<file path="config.mk">
export PLATFORM = sky130hd
export DESIGN_NAME = arb_grant_dispatch_flat
export DESIGN_NICKNAME = d
export VERILOG_FILES = /design/src/rtl/arb_pkg.sv /design/src/rtl/arb_grant_dispatch_if.sv /design/src/rtl/arb_payload_mux.sv /design/src/rtl/arb_grant_dispatch.sv /design/src/flat_wrapper.sv
export SDC_FILE = /design/constraint.sdc
export NUM_CORES = 1
export LEC_CHECK = 0
export CORE_ASPECT_RATIO = 1.2
export CORE_MARGIN = 5
export CORE_UTILIZATION = 40
export DETAILED_ROUTE_END_ITERATION = 8
export PLACE_DENSITY_LB_ADDON = 0.15
export SLEW_MARGIN = 20
export SYNTH_ARGS = -nofsm -noshare
export SYNTH_HDL_FRONTEND = slang
export SYNTH_SLANG_ARGS = --single-unit
</file>
<file path="constraint.sdc">
create_clock -name arb_clk -period 4.1 [get_ports arb_clk]
set_input_delay 1.23 -clock arb_clk [delete_from_list [all_inputs] [get_ports arb_clk]]
set_output_delay 1.23 -clock arb_clk [all_outputs]
set_load 0.05 [all_outputs]
</file>
<file path="src/rtl/arb_pkg.sv">
// Shared definitions for the 4-requester arbiter family and its grant dispatcher.
// NUM_REQ is the requester count. arb_id_t is the grant or owner index.
// disp_state_t holds the dispatcher FSM states.
package arb_pkg;

    localparam int NUM_REQ = 4;

    typedef logic [1:0] arb_id_t;

    typedef enum logic {
        DISP_IDLE,
        DISP_BUSY
    } disp_state_t;

endpackage

</file>
<file path="src/rtl/arb_grant_dispatch_if.sv">
// Shared output beat channel of the grant dispatcher.
// Handshake: a beat transfers on a rising clock edge when out_valid and out_ready are both high.
// Once out_valid is raised, the source holds out_data, out_id and out_last stable
// until that transfer happens. out_ready may change freely.
// Signals:
//   out_valid  source -> sink  beat valid
//   out_ready  sink -> source  sink accepts the beat
//   out_data   source -> sink  beat payload
//   out_id     source -> sink  owning requester index
//   out_last   source -> sink  final beat of the burst
// Modports: master = dispatcher side, slave = consumer side.
interface arb_grant_dispatch_if
    import arb_pkg::*;
#(
    parameter int DATA_W = 32
);
    logic              out_valid;
    logic              out_ready;
    logic [DATA_W-1:0] out_data;
    arb_id_t           out_id;
    logic              out_last;

    modport master (
        output out_valid,
        output out_data,
        output out_id,
        output out_last,
        input  out_ready
    );

    modport slave (
        input  out_valid,
        input  out_data,
        input  out_id,
        input  out_last,
        output out_ready
    );
endinterface

</file>
<file path="src/rtl/arb_payload_mux.sv">
// Combinational 4:1 selection of one requester's {payload, burst length} by index.
// Ports:
//   sel          requester index
//   data0..3     per-requester payload
//   len0..3      per-requester burst length-1
//   data, len    selected payload and length
module arb_payload_mux
    import arb_pkg::*;
#(
    parameter int DATA_W = 32,
    parameter int LEN_W  = 4
) (
    input  arb_id_t           sel,
    input  logic [DATA_W-1:0] data0,
    input  logic [DATA_W-1:0] data1,
    input  logic [DATA_W-1:0] data2,
    input  logic [DATA_W-1:0] data3,
    input  logic [LEN_W-1:0]  len0,
    input  logic [LEN_W-1:0]  len1,
    input  logic [LEN_W-1:0]  len2,
    input  logic [LEN_W-1:0]  len3,
    output logic [DATA_W-1:0] data,
    output logic [LEN_W-1:0]  len
);

    always_comb begin
        data = '0;
        len  = '0;
        // A 2-bit index has no out-of-range value, so these four arms cover every case.
        case (sel)
            2'd0: begin data = data0; len = len0; end
            2'd1: begin data = data1; len = len1; end
            2'd2: begin data = data2; len = len2; end
            2'd3: begin data = data3; len = len3; end
        endcase
    end

endmodule

</file>
<file path="src/rtl/arb_grant_dispatch.sv">
// Grant dispatcher that sits after a 4-requester arbiter.
// In IDLE it opens a burst for the granted requester, provided that requester is
// actually requesting. It then streams the requester's beats onto one shared output
// channel and keeps ownership until the burst ends, so grant changes mid-burst are ignored.
// Ports:
//   arb_clk, arb_rst_n   clock, asynchronous active-low reset
//   arb_req0..3          request lines
//   arb_gnt              registered grant index from the arbiter
//   req_data0..3         current beat payload of each requester
//   req_len0..3          burst length-1, sampled only at burst start
//   req_ack0..3          combinational: this cycle's payload is taken
//   out_ch               output beat channel (master side)
//   disp_busy            burst in progress
//   err_trunc            1-cycle pulse: owner dropped its request mid-burst
//   dbg_state            current FSM state
module arb_grant_dispatch
    import arb_pkg::*;
#(
    parameter int DATA_W = 32,
    parameter int LEN_W  = 4
) (
    input  logic                 arb_clk,
    input  logic                 arb_rst_n,
    input  logic                 arb_req0,
    input  logic                 arb_req1,
    input  logic                 arb_req2,
    input  logic                 arb_req3,
    input  arb_id_t              arb_gnt,
    input  logic [DATA_W-1:0]    req_data0,
    input  logic [DATA_W-1:0]    req_data1,
    input  logic [DATA_W-1:0]    req_data2,
    input  logic [DATA_W-1:0]    req_data3,
    input  logic [LEN_W-1:0]     req_len0,
    input  logic [LEN_W-1:0]     req_len1,
    input  logic [LEN_W-1:0]     req_len2,
    input  logic [LEN_W-1:0]     req_len3,
    output logic                 req_ack0,
    output logic                 req_ack1,
    output logic                 req_ack2,
    output logic                 req_ack3,
    arb_grant_dispatch_if.master out_ch,
    output logic                 disp_busy,
    output logic                 err_trunc,
    output disp_state_t          dbg_state
);

    disp_state_t       state, state_next;
    logic              out_valid_q;
    logic [DATA_W-1:0] out_data_q;
    arb_id_t           out_id_q;
    logic              out_last_q;
    logic [LEN_W-1:0]  beats_left_q;
    logic              err_trunc_q;

    logic [NUM_REQ-1:0] req_vec;
    logic              start, beat_load, finish, trunc;
    logic              load_en;
    arb_id_t           load_id;

    logic [DATA_W-1:0] start_data, beat_data;
    logic [LEN_W-1:0]  start_len, beat_len_unused;

    assign req_vec = {arb_req3, arb_req2, arb_req1, arb_req0};

    // Start path: select by the incoming grant.
    arb_payload_mux #(.DATA_W(DATA_W), .LEN_W(LEN_W)) u_start_mux (
        .sel   (arb_gnt),
        .data0 (req_data0), .data1 (req_data1), .data2 (req_data2), .data3 (req_data3),
        .len0  (req_len0),  .len1  (req_len1),  .len2  (req_len2),  .len3  (req_len3),
        .data  (start_data),
        .len   (start_len)
    );

    // Beat path: select by the current owner. Length is not re-sampled mid-burst.
    arb_payload_mux #(.DATA_W(DATA_W), .LEN_W(LEN_W)) u_beat_mux (
        .sel   (out_id_q),
        .data0 (req_data0), .data1 (req_data1), .data2 (req_data2), .data3 (req_data3),
        .len0  (req_len0),  .len1  (req_len1),  .len2  (req_len2),  .len3  (req_len3),
        .data  (beat_data),
        .len   (beat_len_unused)
    );

    always_ff @(posedge arb_clk or negedge arb_rst_n) begin
        if (!arb_rst_n) begin
            state <= DISP_IDLE;
        end else begin
            state <= state_next;
        end
    end

    always_comb begin
        state_next = state;
        start      = 1'b0;
        beat_load  = 1'b0;
        finish     = 1'b0;
        trunc      = 1'b0;
        case (state)
            DISP_IDLE: begin
                // A grant to an index that is not requesting does not open a burst.
                if (req_vec[arb_gnt]) begin
                    start      = 1'b1;
                    state_next = DISP_BUSY;
                end
            end
            DISP_BUSY: begin
                // out_valid is always high in BUSY, so out_ready alone means a transfer.
                // A request drop is only acted on once the pending beat has gone.
                if (out_ch.out_ready) begin
                    if (out_last_q) begin
                        finish     = 1'b1;
                        state_next = DISP_IDLE;
                    end else if (req_vec[out_id_q]) begin
                        beat_load  = 1'b1;
                    end else begin
                        trunc      = 1'b1;
                        state_next = DISP_IDLE;
                    end
                end
            end
            default: state_next = DISP_IDLE;
        endcase
    end

    // Gating with the reset keeps acks low while reset is held.
    // Without it, a grant seen in IDLE during reset could still raise an ack.
    assign load_en = (start | beat_load) & arb_rst_n;
    assign load_id = start ? arb_gnt : out_id_q;

    assign req_ack0 = load_en & (load_id == 2'd0);
    assign req_ack1 = load_en & (load_id == 2'd1);
    assign req_ack2 = load_en & (load_id == 2'd2);
    assign req_ack3 = load_en & (load_id == 2'd3);

    always_ff @(posedge arb_clk or negedge arb_rst_n) begin
        if (!arb_rst_n) begin
            out_valid_q  <= 1'b0;
            out_data_q   <= '0;
            out_id_q     <= '0;
            out_last_q   <= 1'b0;
            beats_left_q <= '0;
            err_trunc_q  <= 1'b0;
        end else begin
            err_trunc_q <= trunc;
            if (start) begin
                out_valid_q  <= 1'b1;
                out_id_q     <= arb_gnt;
                out_data_q   <= start_data;
                beats_left_q <= start_len;
                out_last_q   <= (start_len == '0);
            end else if (beat_load) begin
                out_data_q   <= beat_data;
                beats_left_q <= beats_left_q - LEN_W'(1);
                out_last_q   <= (beats_left_q == LEN_W'(1));
            end else if (finish) begin
                out_valid_q  <= 1'b0;
                out_last_q   <= 1'b0;
            end else if (trunc) begin
                out_valid_q  <= 1'b0;
            end
        end
    end

    assign out_ch.out_valid = out_valid_q;
    assign out_ch.out_data  = out_data_q;
    assign out_ch.out_id    = out_id_q;
    assign out_ch.out_last  = out_last_q;
    assign disp_busy        = (state != DISP_IDLE);
    assign err_trunc        = err_trunc_q;
    assign dbg_state        = state;

endmodule

</file>
<file path="src/flat_wrapper.sv">
// flat-port wrapper written by rule: the top's interface ports become plain ports
module arb_grant_dispatch_flat import arb_pkg::*;
#(
    parameter int DATA_W = 32,
    parameter int LEN_W  = 4
)
  (arb_clk, arb_rst_n, arb_req0, arb_req1, arb_req2, arb_req3, arb_gnt, req_data0, req_data1, req_data2, req_data3, req_len0, req_len1, req_len2, req_len3, req_ack0, req_ack1, req_ack2, req_ack3, disp_busy, err_trunc, dbg_state, out_ch_out_valid, out_ch_out_data, out_ch_out_id, out_ch_out_last, out_ch_out_ready);
  arb_grant_dispatch_if #(.DATA_W(DATA_W)) out_ch_i ();
  input  logic arb_clk;
  input  logic arb_rst_n;
  input  logic arb_req0;
  input  logic arb_req1;
  input  logic arb_req2;
  input  logic arb_req3;
  input  arb_id_t arb_gnt;
  input  logic [DATA_W-1:0] req_data0;
  input  logic [DATA_W-1:0] req_data1;
  input  logic [DATA_W-1:0] req_data2;
  input  logic [DATA_W-1:0] req_data3;
  input  logic [LEN_W-1:0] req_len0;
  input  logic [LEN_W-1:0] req_len1;
  input  logic [LEN_W-1:0] req_len2;
  input  logic [LEN_W-1:0] req_len3;
  output logic req_ack0;
  output logic req_ack1;
  output logic req_ack2;
  output logic req_ack3;
  output logic disp_busy;
  output logic err_trunc;
  output disp_state_t dbg_state;
  output wire logic [$bits(out_ch_i.out_valid)-1:0] out_ch_out_valid;
  output wire logic [$bits(out_ch_i.out_data)-1:0] out_ch_out_data;
  output wire logic [$bits(out_ch_i.out_id)-1:0] out_ch_out_id;
  output wire logic [$bits(out_ch_i.out_last)-1:0] out_ch_out_last;
  input wire logic [$bits(out_ch_i.out_ready)-1:0] out_ch_out_ready;
  assign out_ch_out_valid = out_ch_i.out_valid;
  assign out_ch_out_data = out_ch_i.out_data;
  assign out_ch_out_id = out_ch_i.out_id;
  assign out_ch_out_last = out_ch_i.out_last;
  assign out_ch_i.out_ready = out_ch_out_ready;
  arb_grant_dispatch #(.DATA_W(DATA_W), .LEN_W(LEN_W)) u_core (.arb_clk(arb_clk), .arb_rst_n(arb_rst_n), .arb_req0(arb_req0), .arb_req1(arb_req1), .arb_req2(arb_req2), .arb_req3(arb_req3), .arb_gnt(arb_gnt), .req_data0(req_data0), .req_data1(req_data1), .req_data2(req_data2), .req_data3(req_data3), .req_len0(req_len0), .req_len1(req_len1), .req_len2(req_len2), .req_len3(req_len3), .req_ack0(req_ack0), .req_ack1(req_ack1), .req_ack2(req_ack2), .req_ack3(req_ack3), .out_ch(out_ch_i), .disp_busy(disp_busy), .err_trunc(err_trunc), .dbg_state(dbg_state));
endmodule
</file>
-- Yosys cells after proc, flatten, opt, wreduce, memory -nomap -nowiden
Cells that the tools add are included.
- flip-flop bits (word level): 42
- bitwise logic cells: 7
- muxes and demuxes: 34
- $lt $le $gt $ge: 2
- $add $sub $neg: 1
- reduce and logical (&&, ||, !) cells: 8
- equality and inequality tests: 11
- operators by type and width (cell ; number):
    32-bit one-hot mux with 4 select lines ; 2
    32-bit two-way mux ; 2
    1-bit two-way mux ; 23
    4-bit one-hot mux with 4 select lines ; 1
    2-bit == test, second input constant ; 6
    4-bit two-way mux ; 2
    2-bit by 1-bit == test with 1-bit output, second input constant ; 3
    2-bit zero test ; 3
    2-bit by 3-bit < comparator with 1-bit output, second input constant ; 2
    3-bit nonzero test ; 2
    1-bit bitwise AND ; 5
    1-bit binary-select mux with 2-bit select ; 2
    4-bit by 1-bit == test with 1-bit output, second input constant ; 1
    4-bit zero test ; 1
    4-bit by 1-bit subtractor with 4-bit output, second input constant ; 1
    2-bit two-way mux ; 1
    2-bit by 1-bit != test with 1-bit output, second input constant ; 1
    1-bit one-hot mux with 2 select lines ; 1
    2-bit AND reduction ; 1
    2-bit nonzero test ; 1
    1-bit inverter ; 1
    1-bit OR ; 1

-- Depth between registers and ports, before layout
- depth in word-level cells: 10
- gate-level depth with buffers: 7
- mapped depth without buffers: 5

-- Hierarchy
A second synthesis with hierarchy kept.
- cells, all modules: 326
- area total of the unflattened synthesis: 4127.7 um^2
- by module, submodules not included (module ; area an instance (um^2) ; times used ; cells an instance):
    arb_grant_dispatch ; 2278.4 ; 1 ; 238
    arb_payload_mux ; 924.6 ; 2 ; 44

-- Worst setup path after synthesis
OpenSTA, ideal clock, no wires.
- kind: input to output
- start: input port arb_gnt[0]
- end: output port req_ack3
- stages: 5
- data arrival time: 3231 ps
- slack: -361 ps
- data required time: 2870 ps
- cell sequence: buf_6 -> buf_2 -> buf_2 -> a32o_1 -> nor3b_1
- longest elaborated chain between the ends: 7
- ends and longest elaborated chain (item ; line ; RTL):
    start: declaration ; flat_wrapper.sv:15 ; input arb_id_t arb_gnt;
    1-bit binary-select mux with 2-bit select ; arb_grant_dispatch.sv:100 ; if (req_vec[arb_gnt]) begin
    1-bit two-way mux (implied by the code) ; arb_grant_dispatch.sv:100 ;
    1-bit two-way mux ; arb_grant_dispatch.sv:100 ;
    1-bit two-way mux ; arb_grant_dispatch.sv:97 ; case (state)
    2-bit two-way mux or 1-bit OR (tied branches) ; -- ;
    2-bit == test or 1-bit bitwise AND (tied branches) ; arb_grant_dispatch.sv:132, arb_grant_dispatch.sv:126 ;
    1-bit bitwise AND (*) ; arb_grant_dispatch.sv:132 ; assign req_ack3 = load_en & (load_id == 2'd3);
    end: declaration ; flat_wrapper.sv:27 ; output logic req_ack3;
Mark *: on every way between the ends. The rest lies on a longest branch, timed or not. The select of a mux whose other input is x is not followed.

-- Final worst setup path
- start: input port arb_req3
- end: output port req_ack3
- longest elaborated chain between the ends: 9
- ends and longest elaborated chain (item ; line ; RTL):
    start: declaration ; flat_wrapper.sv:14 ; input logic arb_req3;
    1-bit binary-select mux with 2-bit select ; arb_grant_dispatch.sv:112 ; end else if (req_vec[out_id_q]) begin
    1-bit two-way mux (implied by the code) ; arb_grant_dispatch.sv:112 ;
    1-bit two-way mux ; arb_grant_dispatch.sv:112 ;
    1-bit two-way mux ; arb_grant_dispatch.sv:109 ; if (out_last_q) begin
    1-bit two-way mux ; arb_grant_dispatch.sv:108 ; if (out_ch.out_ready) begin
    1-bit two-way mux ; arb_grant_dispatch.sv:97 ;
    1-bit OR ; arb_grant_dispatch.sv:126 ; assign load_en = (start | beat_load) & arb_rst_n;
    1-bit bitwise AND ; arb_grant_dispatch.sv:126 ;
    1-bit bitwise AND (*) ; arb_grant_dispatch.sv:132 ;
Marked as above.

==> flow_summary.yaml <==
die:
  design.die.area_mm2: 0.01127
  floorplan.initialDensity_pct: 40.91
  floorplan.rows: 38
  core_mm2: 0.009034
  io-pin-count: 196
  x_dimension_of_the_die_um: 97.75
  fp.dieH_um: 115.3
layout:
  diodes: 0
  synthToLayoutAreaGrowth_pct: 57.48
  finalNetCount: 627
  final_cell_count_no_fill: 593
  layout-drive-gt1-share_pct: 23.04
sta:
  layout_min_cycle_time_ns: 3.983
  setup_viols_final: 0
  clock_skew_ns: 0.004294
  hold_viol: 0
  postLayoutSetupSlackWorst_ns: 0.1167
  worstMarginPinSlew_ns: 0.5538
  layout_worst_path_cycle_share_pct: 97.15
  report.final.slew_viol_count: 0
  grt_setup_unrepaired: "no"
  achievable_frequency_mhz: 251.0
  max_slew_margin_pct: 63.08
worst_setup_path:
  reg2reg_setup_slack_ns: 2.01
  regToRegStartpoint: "u_core.out_ch.out_id[1]"
  critical_path.endpoint_type: "output pin"
  critical_path_required_ns: 2.87
  critical_path.startpoint_type: "input pin"
  criticalPathCategory: "input pin to output pin"
  critical_path.max_fanout: 4
  reg2regPathDepth: 7
  timing.rr.end: "u_core.beats_left_q[2]"
  worstPathArrival_ns: 2.75
synthesis:
  synth.yosys.seq_area_share_pct: 28.44
  fraction_of_synthesized_cell_area_taken_by_the_top_area_cell_type_pct: 42.65
  synth-edff-count: 0
  synth.cells.most_frequent: "mux4_2 (70), dfrtp_1 (42), nand2_1 (21)"
  syn-cell-area_mm2: 0.003696
  synth_cell_type_count: 32
  synthDominantAreaCellType: "mux4_2"
  yosysWarningCount: 0
  ys_ff_latch: 42
  synth_flop_cell: "dfrtp_1"
  post_synth.cell_area_avg_um2: 13.06
  synth_cells: 283
  synth_most_common_cell: "mux4_2"
  ys_async_sr_fraction_pct: 100.0
  mappedNetlistNets: 438
  netlist_top_cells_area: "mux4_2 (43%), dfrtp_1 (28%), mux2i_1 (4.3%), a221o_1 (3.2%), nand2_1 (2.1%)"
min_path:
  hold_start: "u_core.out_ch.out_last"
  cell_depth_of_the_worst_hold_path: 1
  min_path_type: "register to register"
  holdPathEnd: "u_core.err_trunc"
grt:
  grt_pass1_vias: 3716
  gr-total-overflow: 0
  grt_first_pass_wirelength_mm: 18.75
  grt_use_total_pct: 21.10
  antenna_found_initial: 1
  grt_max_degree: 43
job:
  number_of_max_cap_violations: 0
clocking:
  cts.reportedPaths.clkPinSlew_ns: 0.08
  cts_tree: "yes"
  clk_root_buffer_cell: "clkbuf_8"
  clk-insertion-delay-late_ns: 0.29
  htree_levels: 2
  tritoncts_num_sinks: 42
  clockBufferDepth: 2
  cts_made_buffers: 5
placement:
  gp_congestion: 0.7734
  placedCellCount: 584
  port_buffers: 195
  detailedPlacementHpwl_mm: 9.106
  pre_cts_ws_ns: -0.1194
detailed_routing:
  vias: 3345
  drt_iter0_markers: 115
  post-route-drc-count: 0
  detail_route.wirelength_mm: 11.65
  via_cell_ratio: 5.641
  post_drt_wl_per_cell_um: 19.64
  drt_first_pass_iters: 4
  ant_nets: 0
status:
  outcome: "finished, final reports clean"
power:
  vdd_drop_max_mv: 0.2996
  total_leakage_power_uw: 0.002351
  power-per-cell-area_mw_per_mm2: 583.9
## logic make-up (layout without fill, tap and decap cells)
family	Yosys count	in the layout	share of synthesized area, %
compound gates	57	57	10.26
simple gates	47	47	6.365
buf+inv	48	238	6.973
fa+ha+maj	2	2	0.6769
mux	87	87	47.29
flops	42	42	28.44
## report_power, final
part	internal [uW]	leakage (uW)	switching (uW)
clock	136	0.0000482	142
sequential	618	0.000499	122
combinational	1040	0.00180	1340
total	1790	0.00235	1610
## how the worst max path moves through the flow
| stage | from | endpoint | slack, ns |
|---|---|---|---|
| after detailed placement | arb_req3 | req_ack1 | -0.12 |
| after global routing | arb_req3 | req_ack1 | 0.08 |
| after CTS | arb_req3 | req_ack1 | 0.13 |
| after floorplan | arb_gnt[0] | req_ack0 | 0.14 |
| final | arb_req3 | req_ack3 | 0.12 |
| after global placement | arb_req3 | req_ack1 | -0.09 |
## worst max-delay path: stages
cell and delay [ns]:
dlygate4sd2_1 0.27, mux4_2 0.49, and2_4 0.18, a32o_1 0.23, nor3b_2 0.17, buf_4 0.18
## per-layer routing
| metal | wire length, um | vias to the layer above | track usage [%] |
|---|---|---|---|
| met2 | 6450 | 135 | 39.96 |
| met1 | 4109 | 1663 | 23.08 |
| met5 | 18 | - | 0 |
| li1 | - | 1529 | - |
| met4 | 184 | 2 | 5.078 |
| met3 | 883 | 16 | 6.553 |
## through the flow
| step | setup TNS (ns) | power [uW] | utilization, % | hold WS (ns) | instance area (um^2) |
|---|---|---|---|---|---|
| 2_1_floorplan | 0 | 2401 | - | 0.5031 | 3706 |
| 3_3_place_gp | -0.1417 | 3122 | 63.35 | 0.4935 | 5723 |
| 3_5_place_dp | -0.2084 | 3158 | 63.35 | 0.5013 | 5723 |
| 4_1_cts | 0 | 3445 | 64.43 | 0.5169 | 5821 |
| 5_1_grt | 0 | 3620 | 64.43 | 0.5282 | 5821 |
| 6_report | 0 | 3399 | 64.43 | 0.5081 | 5821 |
## layout by cell type (no fill, tap or decap), types with 3 or more instances in the layout
master and instances:
inv_1 17, dlygate4sd2_1 4, mux2i_1 16, o21ai_1 4
clkbuf_8 6, clkdlybuf4s50_1 184, and3_1 11, a221o_1 12
nand2_1 21, o22ai_1 11, o21ai_0 11, dfrtp_1 41
buf_4 21, a21oi_1 12, buf_2 3, mux4_2 70
nor2_1 5
## flip-flops by register name, summed over array words and instances (netlist names)
| name | flops |
|---|---|
| u_core.out_ch.out_data | 32 |
| u_core.beats_left_q | 4 |
| u_core.out_ch.out_id | 2 |
| u_core.dbg_state | 1 |
| u_core.err_trunc | 1 |
| u_core.out_ch.out_last | 1 |
| u_core.out_ch.out_valid | 1 |
## what timing repair did
| item | 4_1_cts | 5_1_grt |
|---|---|---|
| hold buffers | 0 | 0 |
| gates resized for setup | 5 | 0 |
| setup endpoints to repair | 2 | 0 |
| setup buffers | 1 | 0 |
| hold endpoints to repair | 0 | 0 |
## area by class of cell
type	instances	area (um^2)
Tap cell	120	150.1
Clock buffer	7	86.33
Sequential cell	42	1052
Inverter	17	63.81
Multi-Input combinational cell	193	2402
Timing Repair Buffer	213	2061
Clock inverter	1	5.005
Fill cell	741	3213
Note: power is estimated with default switching activity, not from simulation.
==> variant (same flow settings) <==
Put one more register stage on the output `dbg_state`. The value now appears one clock later. The other outputs are not delayed to match.
--- a/src/rtl/arb_grant_dispatch.sv
+++ b/src/rtl/arb_grant_dispatch.sv
@@ -168,3 +168,5 @@
     assign err_trunc        = err_trunc_q;
-    assign dbg_state        = state;
+    always_ff @(posedge arb_clk) begin
+        dbg_state <= state;
+    end
 
Function: changed (Yosys sat finds a counterexample within 4 cycles, from zero or initial values and one cycle with arb_rst_n low).
==> variant against the unedited design <==
  * Sequential cell count is 1 higher
  * Non-clock buffer count is 1 higher
  * Die area is 0.31% higher
  * Design area is 0.69% higher
  * Register-to-register slack worse by 210 ps
  * Total power is 1.3% higher
  * Wire length is 4.0% higher
  * Worst setup slack worse by 100 ps
  * Synthesized area is 0.34% higher
  * Via count is 2.2% higher
==> variant: results <==
export IMPL_nets=629
export IMPL_hold_depth=2
export IMPL_stdcell_count=595
export IMPL_synthArstFlopShare_pct=97.7
export IMPL_worst_pin_slew_ps=556
export IMPL_grt_first_pass_wirelength_mm=18.5
export IMPL_wirelength_mm=12.1
export IMPL_synth_nets=438
export IMPL_final_area_mm2=0.00586
export IMPL_vias_per_cell=5.74
export IMPL_synth_compound_area_share_pct=10.2
export IMPL_synthCells=283
export IMPL_grt_util_all_layers_pct=20.9
export IMPL_layout_drive_gt1_share_pct=23.6
export IMPL_grt_antenna_before_repair=0
export IMPL_fin_skew_ps=2.14
export IMPL_fin_crit_sh_pct=99.7
export IMPL_synth_area_mux_share_pct=47.1
export IMPL_cts_resized=7
export IMPL_reg2reg_slack_ps=1800
export IMPL_power_leakage_nw=2.37
export IMPL_r2r_start="u_core.out_ch.out_id[0]"
export IMPL_placedInstanceArea_mm2=0.00575
export IMPL_gp_congestion=0.783
export IMPL_crit_end="req_ack1"
export IMPL_critical_path_top_delay_family="buffers and inverters"
export IMPL_reg2regPathDepth=5
export IMPL_synth_seq_area_share_pct=28.9
export IMPL_post_cts_setup_buffers=0
export IMPL_ys_flop_type="dfrtp_1"
export IMPL_dpl_hpwl_mm=9.42
export IMPL_dp_cells=586
export IMPL_ys_types=33
export IMPL_irDropWorstVdd_mv=0.308
export IMPL_cp_startpoint="arb_req0"
export IMPL_grt_pass1_vias=3659
export IMPL_r2r_end="u_core.out_ch.out_data[3]"
export IMPL_hold_end="u_core.out_ch.out_data[18]"
export IMPL_critPathMaxFanout=2
export IMPL_synth_fa_ha_area_share_pct=0.675
export IMPL_ys_top_cells_by_area="mux4_2, dfrtp_1, mux2i_1"
export IMPL_status="completed"
export IMPL_hp_start="u_core.out_ch.out_data[18]"
-- variant: cell types whose count changed in the layout (fill, tap and decap cells not counted), sizes merged --
cell,delta
dfxtp,+1
buf,+1
dlygate4sd2,-1
clkdlybuf4s50,+1
-- variant: per-layer routing --
metal	vias up	GRT usage [%]	wire length, um
met3	12	5.96	1040
met5	-	0	0
met1	1721	22.7	4100
met4	0	6.09	204
met2	145	39.6	6760
li1	1539	-	-
-- variant: power by group --
group,total (mW),internal (mW),switching [mW],leakage (nW)
Combinational,2.37,1.05,1.33,1.82
Clock,0.284,0.136,0.148,0.0482
Sequential,0.786,0.633,0.153,0.507
-- variant: final cells by class --
type / count / area (um^2)
Clock buffer: 7 / 86.3
Clock inverter: 1 / 5.00
Fill cell: 734 / 3170
Inverter: 17 / 63.8
Multi-Input combinational cell: 193 / 2400
Sequential cell: 43 / 1070
Tap cell: 120 / 150
Timing Repair Buffer: 214 / 2080
